## config.mk

```make
export PLATFORM = sky130hd
export DESIGN_NAME = axil_m_cmd
export DESIGN_NICKNAME = d
export VERILOG_FILES = /design/src/rtl/axil_m_cmd.sv
export SDC_FILE = /design/constraint.sdc
export NUM_CORES = 1
export LEC_CHECK = 0
export CORE_MARGIN = 10
export CORE_UTILIZATION = 35
export DETAILED_ROUTE_END_ITERATION = 8
export DONT_BUFFER_PORTS = 1
export MAX_ROUTING_LAYER = met4
export PLACE_DENSITY = 0.55
export SETUP_SLACK_MARGIN = 0.1
export SLEW_MARGIN = 20
export SYNTH_ARGS = -nofsm -noshare
export SYNTH_HDL_FRONTEND = slang
export SYNTH_SLANG_ARGS = --single-unit
```

## constraint.sdc

```tcl
create_clock -name clk -period 1.4 [get_ports clk]
set_input_delay 0.14 -clock clk [delete_from_list [all_inputs] [get_ports clk]]
set_output_delay 0.14 -clock clk [all_outputs]
set_load 0.1 [all_outputs]
```

## src/rtl/axil_m_cmd.sv

```systemverilog
// Single-outstanding AXI-Lite master: turns one request/response command into
// one AXI-Lite read or write transaction and returns the slave's reply.
module axil_m_cmd #(
    parameter int AXIL_DATA_WIDTH = 64,
    parameter int AXIL_ADDR_WIDTH = 32,
    localparam int STRB_W = AXIL_DATA_WIDTH / 8
) (
    input  logic                       clk,
    input  logic                       rst,
    // command side
    input  logic                       req_valid,
    output logic                       req_ready,
    input  logic                       req_write,
    input  logic [AXIL_ADDR_WIDTH-1:0] req_addr,
    input  logic [AXIL_DATA_WIDTH-1:0] req_wdata,
    input  logic [STRB_W-1:0]          req_wstrb,
    output logic                       rsp_valid,
    input  logic                       rsp_ready,
    output logic                       rsp_write,
    output logic [AXIL_DATA_WIDTH-1:0] rsp_rdata,
    output logic [1:0]                 rsp_resp,
    // AXI-Lite master
    output logic [AXIL_ADDR_WIDTH-1:0] m_axil_awaddr,
    output logic [2:0]                 m_axil_awprot,
    output logic                       m_axil_awvalid,
    input  logic                       m_axil_awready,
    output logic [AXIL_DATA_WIDTH-1:0] m_axil_wdata,
    output logic [STRB_W-1:0]          m_axil_wstrb,
    output logic                       m_axil_wvalid,
    input  logic                       m_axil_wready,
    input  logic [1:0]                 m_axil_bresp,
    input  logic                       m_axil_bvalid,
    output logic                       m_axil_bready,
    output logic [AXIL_ADDR_WIDTH-1:0] m_axil_araddr,
    output logic [2:0]                 m_axil_arprot,
    output logic                       m_axil_arvalid,
    input  logic                       m_axil_arready,
    input  logic [AXIL_DATA_WIDTH-1:0] m_axil_rdata,
    input  logic [1:0]                 m_axil_rresp,
    input  logic                       m_axil_rvalid,
    output logic                       m_axil_rready
);

    typedef enum logic [2:0] {
        IDLE, WR_REQ, WR_RESP, RD_REQ, RD_RESP, RSP
    } state_t;

    state_t                     r_state, w_next;
    logic [AXIL_ADDR_WIDTH-1:0] r_addr;
    logic [AXIL_DATA_WIDTH-1:0] r_wdata;
    logic [STRB_W-1:0]          r_wstrb;
    logic                       r_aw_done, r_w_done;
    logic [AXIL_DATA_WIDTH-1:0] r_rsp_rdata;
    logic [1:0]                 r_rsp_resp;
    logic                       r_rsp_write;

    logic w_req_fire, w_aw_fire, w_w_fire, w_aw_fin, w_w_fin;

    assign w_req_fire = req_valid && req_ready;
    assign w_aw_fire  = m_axil_awvalid && m_axil_awready;
    assign w_w_fire   = m_axil_wvalid && m_axil_wready;
    // Count a channel as done in the very cycle its handshake completes.
    assign w_aw_fin   = r_aw_done || w_aw_fire;
    assign w_w_fin    = r_w_done || w_w_fire;

    always_ff @(posedge clk) begin
        if (rst) r_state <= IDLE;
        else     r_state <= w_next;
    end

    always_comb begin
        w_next         = r_state;
        req_ready      = 1'b0;
        rsp_valid      = 1'b0;
        m_axil_awvalid = 1'b0;
        m_axil_wvalid  = 1'b0;
        m_axil_bready  = 1'b0;
        m_axil_arvalid = 1'b0;
        m_axil_rready  = 1'b0;
        case (r_state)
            IDLE: begin
                req_ready = !rst;
                if (w_req_fire) w_next = req_write ? WR_REQ : RD_REQ;
            end
            WR_REQ: begin
                // Valids depend only on the state and done flops, never on ready.
                m_axil_awvalid = !r_aw_done;
                m_axil_wvalid  = !r_w_done;
                if (w_aw_fin && w_w_fin) w_next = WR_RESP;
            end
            WR_RESP: begin
                m_axil_bready = 1'b1;
                if (m_axil_bvalid) w_next = RSP;
            end
            RD_REQ: begin
                m_axil_arvalid = 1'b1;
                if (m_axil_arready) w_next = RD_RESP;
            end
            RD_RESP: begin
                m_axil_rready = 1'b1;
                if (m_axil_rvalid) w_next = RSP;
            end
            RSP: begin
                rsp_valid = 1'b1;
                if (rsp_ready) w_next = IDLE;
            end
            default: w_next = IDLE;
        endcase
    end

    always_ff @(posedge clk) begin
        if (rst) begin
            r_addr      <= '0;
            r_wdata     <= '0;
            r_wstrb     <= '0;
            r_aw_done   <= 1'b0;
            r_w_done    <= 1'b0;
            r_rsp_rdata <= '0;
            r_rsp_resp  <= '0;
            r_rsp_write <= 1'b0;
        end else begin
            if (w_req_fire) begin
                r_addr    <= req_addr;
                r_wdata   <= req_wdata;
                r_wstrb   <= req_wstrb;
                r_aw_done <= 1'b0;
                r_w_done  <= 1'b0;
            end
            if (r_state == WR_REQ) begin
                if (w_aw_fire) r_aw_done <= 1'b1;
                if (w_w_fire)  r_w_done  <= 1'b1;
            end
            if (r_state == WR_RESP && m_axil_bvalid) begin
                r_rsp_resp  <= m_axil_bresp;
                r_rsp_write <= 1'b1;
                r_rsp_rdata <= '0;
            end
            if (r_state == RD_RESP && m_axil_rvalid) begin
                r_rsp_rdata <= m_axil_rdata;
                r_rsp_resp  <= m_axil_rresp;
                r_rsp_write <= 1'b0;
            end
        end
    end

    assign rsp_rdata     = r_rsp_rdata;
    assign rsp_resp      = r_rsp_resp;
    assign rsp_write     = r_rsp_write;
    assign m_axil_awaddr = r_addr;
    assign m_axil_araddr = r_addr;
    assign m_axil_wdata  = r_wdata;
    assign m_axil_wstrb  = r_wstrb;
    assign m_axil_awprot = 3'b000;
    assign m_axil_arprot = 3'b000;

endmodule
```

==> results.py <==
metrics = {
    "synth": {
        "ys_ff_latch": 176,
        "synthCells": 838,
        "synth_ff_type": "dfxtp_1",
        "ys_warn_count": 0,
        "synthArstFlopShare": 0,
        "yosysTopAreaCell": "dfxtp_1",
        "synth.distinct_cells": 35,
        "ys_top_cells_by_area": "dfxtp_1 51%, nand2b_1 9.6%, nand2_1 9.2%",
        "synth-edff-count": 0,
        "synth_seq_area_share": 0.505,
        "syn_area_um2": 6970,
        "synth_area_per_cell_um2": 8.32,
        "synth_top_area_frac": 0.505,
    },
    "power_and_ir_drop": {
        "vdd_drop_max_v": 0.00157,
        "combinationalPowerShare": 0.599,
        "finalPower_mw": 28.6,
        "seq_power_share": 0.235,
        "p_int_mw": 14.0,
        "clockPowerShare": 0.167,
        "swShare": 0.510,
        "power.density_nw_per_um2": 1950,
        "total_leakage_power_nw": 5.78,
        "p_sw_mw": 14.6,
    },
    "clocking": {
        "cts_buffers": 17,
        "cts.sinks": 176,
        "h-tree-depth": 4,
        "clk_latency_ns": 0.43,
        "cts_tree": "done",
        "cts_root_buffer": "clkbuf_16",
        "clkSlewWorstSetupHoldPaths_ns": 0.07,
        "cts_buffer_depth": 2,
    },
    "worst_setup_path": {
        "endpoint_kind": "flip-flop",
        "cp_max_fo": 8,
        "cp_data_arrival_time_ns": 2.25,
        "critPathLaunchType": "flip-flop",
        "rrSetupSlack_ns": -0.52,
        "crit_type": "flip-flop to flip-flop",
        "required_ns": 1.73,
    },
    "route": {
        "dr.first_iter.drc_count": 588,
        "wirelength_um": 37500,
        "drt-vias-per-instance": 5.28,
        "route.detailed.drc": 0,
        "drtAntennaViolNets": 0,
        "wire_per_inst_um": 24.1,
        "vias": 8213,
        "first_pass_iters": 7,
    },
    "timing": {
        "clock_skew_ns": 0.0121,
        "slew_viol_final": 0,
        "hold_viol_final": 70,
        "tns_ns": -61.64,
        "setup_violations": 183,
        "rsz0062_at_grt": "true",
        "fmax_mhz": 519,
        "worst_slack_ns": -0.525,
        "holdWs_ns": -0.169,
        "fin_crit_sh": 1.37,
        "post-route-min-period_ns": 1.92,
    },
    "grt": {
        "grt_pass1_vias": 8404,
        "grt_pass1_wl_um": 48200,
        "track_usage": 0.240,
        "antenna_found_initial": 1,
        "grt_max_degree": 179,
        "gr-total-overflow": 0,
    },
    "final_layout": {
        "fin_cells": 1556,
        "layout_common_cells": "209 x dlygate4sd3_1, 163 x buf_4, 141 x dfxtp_1",
        "drive_gt1_frac": 0.491,
        "layout_commonest_cell": "dlygate4sd3_1",
        "fillers": 1091,
        "area_growth_pct": 110,
        "nets": 1459,
    },
    "floorplan": {
        "die_y_um": 161,
        "core-area_um2": 19500,
        "die_w_um": 161,
        "pin_count": 398,
        "die_area_um2": 26000,
        "initial_core_util": 0.357,
        "rows": 51,
    },
    "placed_design": {
        "place_hpwl_um": 17500,
        "numPortBuffers": 0,
        "routabilityCongestion": 0.812,
        "place_inst": 1232,
    },
    "flow_run": {
        "cap_violations": 0,
    },
    "outcome": {
        "violations": "hold timing, setup timing",
        "status": "finished with violations",
    },
    "worst_hold_path": {
        "worstHoldPathType": "input pin to flip-flop",
    },
}
==> cell usage after synthesis (2+ instances only) <==
cell type,n
dfxtp_1,176
nand2_1,170
nand2b_1,107
o21ai_1,81
a21oi_1,67
nand3_1,65
buf_4,44
clkbuf_1,30
o21ai_0,24
buf_6,12
buf_2,10
nor2_1,10
clkbuf_2,7
nor3_1,6
a211oi_1,3
inv_1,3
or3_1,3
mux2i_1,2
o22ai_1,2
==> logic make-up (layout without fill, tap and decap cells) <==
family                 Yosys count  count (layout)  share of synthesized area
DFF                            176             176                      0.505
and+or+nand+nor                369             369                      0.257
AOI/OAI and AO/OA              182             182                      0.135
other                            1               7                   0.000538
muxes                            2               2                    0.00287
buffers and inverters          108             555                     0.0994
==> path summary, 6_finish.rpt <==
check                             endpoint                        from  cells past startpoint
min reg2reg     rsp_rdata[29]$_SDFFE_PP0P_  rsp_rdata[29]$_SDFFE_PP0P_                      2
min              rsp_rdata[6]$_SDFFE_PP0P_             m_axil_rdata[6]                      2
max          m_axil_wdata[59]$_SDFFE_PP0P_     r_state[0]$_SDFFE_PP0P_                      9
max reg2reg  m_axil_wdata[59]$_SDFFE_PP0P_     r_state[0]$_SDFFE_PP0P_                      9
==> registers in the layout, indices dropped and copies added, names as in the netlist <==
| name | cells |
|---|---|
| rsp_write | 1 |
| r_w_done | 1 |
| m_axil_wstrb | 8 |
| rsp_resp | 2 |
| m_axil_araddr | 32 |
| rsp_rdata | 64 |
| m_axil_wdata | 64 |
| r_aw_done | 1 |
| r_state | 3 |
==> power groups by stage <==
stage          clock network (mW)  logic (mW)  registers, mW
6_report                     4.77        17.1           6.71
3_3_place_gp                    0        13.0           6.58
3_5_place_dp                    0        13.0           6.61
4_1_cts                      4.83        15.8           6.53
5_1_grt                      5.02        17.6           6.77
2_1_floorplan                   0        4.42           12.3
==> critical path, cell delays in order, from the launching register on <==
cell and delay [ns]:
dfxtp_4 0.35, or3_4 0.38, buf_6 0.13, nor3b_4 0.17, buf_6 0.16, buf_12 0.17, buf_4 0.14, buf_12 0.13
nand2_2 0.05, o21ai_1 0.14
==> metal layers <==
metal  GRT usage  vias to the layer above  part of all wire
met5           -                        -                 0
met2       0.418                      515              0.52
met3      0.0793                       96             0.093
met4      0.0885                        0             0.038
li1            -                     3613                 -
met1       0.249                     3989              0.35
==> timing repair <==
| action | CTS | global route |
|---|---|---|
| setup endpoints to repair | 182 | 186 |
| hold endpoints to repair | 176 | 71 |
| hold buffers | 208 | 1 |
| gates cloned | 27 | 10 |
| gates resized for setup | 158 | 259 |
| pin swaps | 46 | 54 |
| setup buffers | 44 | 14 |
==> final cells by class <==
| cell class | count | area [um2] | share of cell area |
|---|---|---|---|
| Inverter | 3 | 11.3 | 0.000768 |
| Timing Repair Buffer | 520 | 6110 | 0.416 |
| Sequential cell | 176 | 3570 | 0.243 |
| Multi-Input combinational cell | 559 | 4080 | 0.278 |
| Tap cell | 265 | 332 | 0.0226 |
| Antenna cell | 1 | 2.50 | 0.000171 |
| Clock inverter | 12 | 123 | 0.00836 |
| Clock buffer | 20 | 447 | 0.0304 |
==> metrics by stage <==
step,utilization,setup slack (ns),instance area (um2),hold slack (ns)
global placement,0.466,-0.245,9100,0.236
finish,0.751,-0.525,14700,-0.169
CTS,0.690,-0.384,13500,-0.213
global route,0.751,-0.579,14700,-0.191
floorplan,-,-0.701,7140,0.255
detailed placement,0.466,-0.267,9100,0.247
Note: power is estimated with default switching activity, not from simulation.
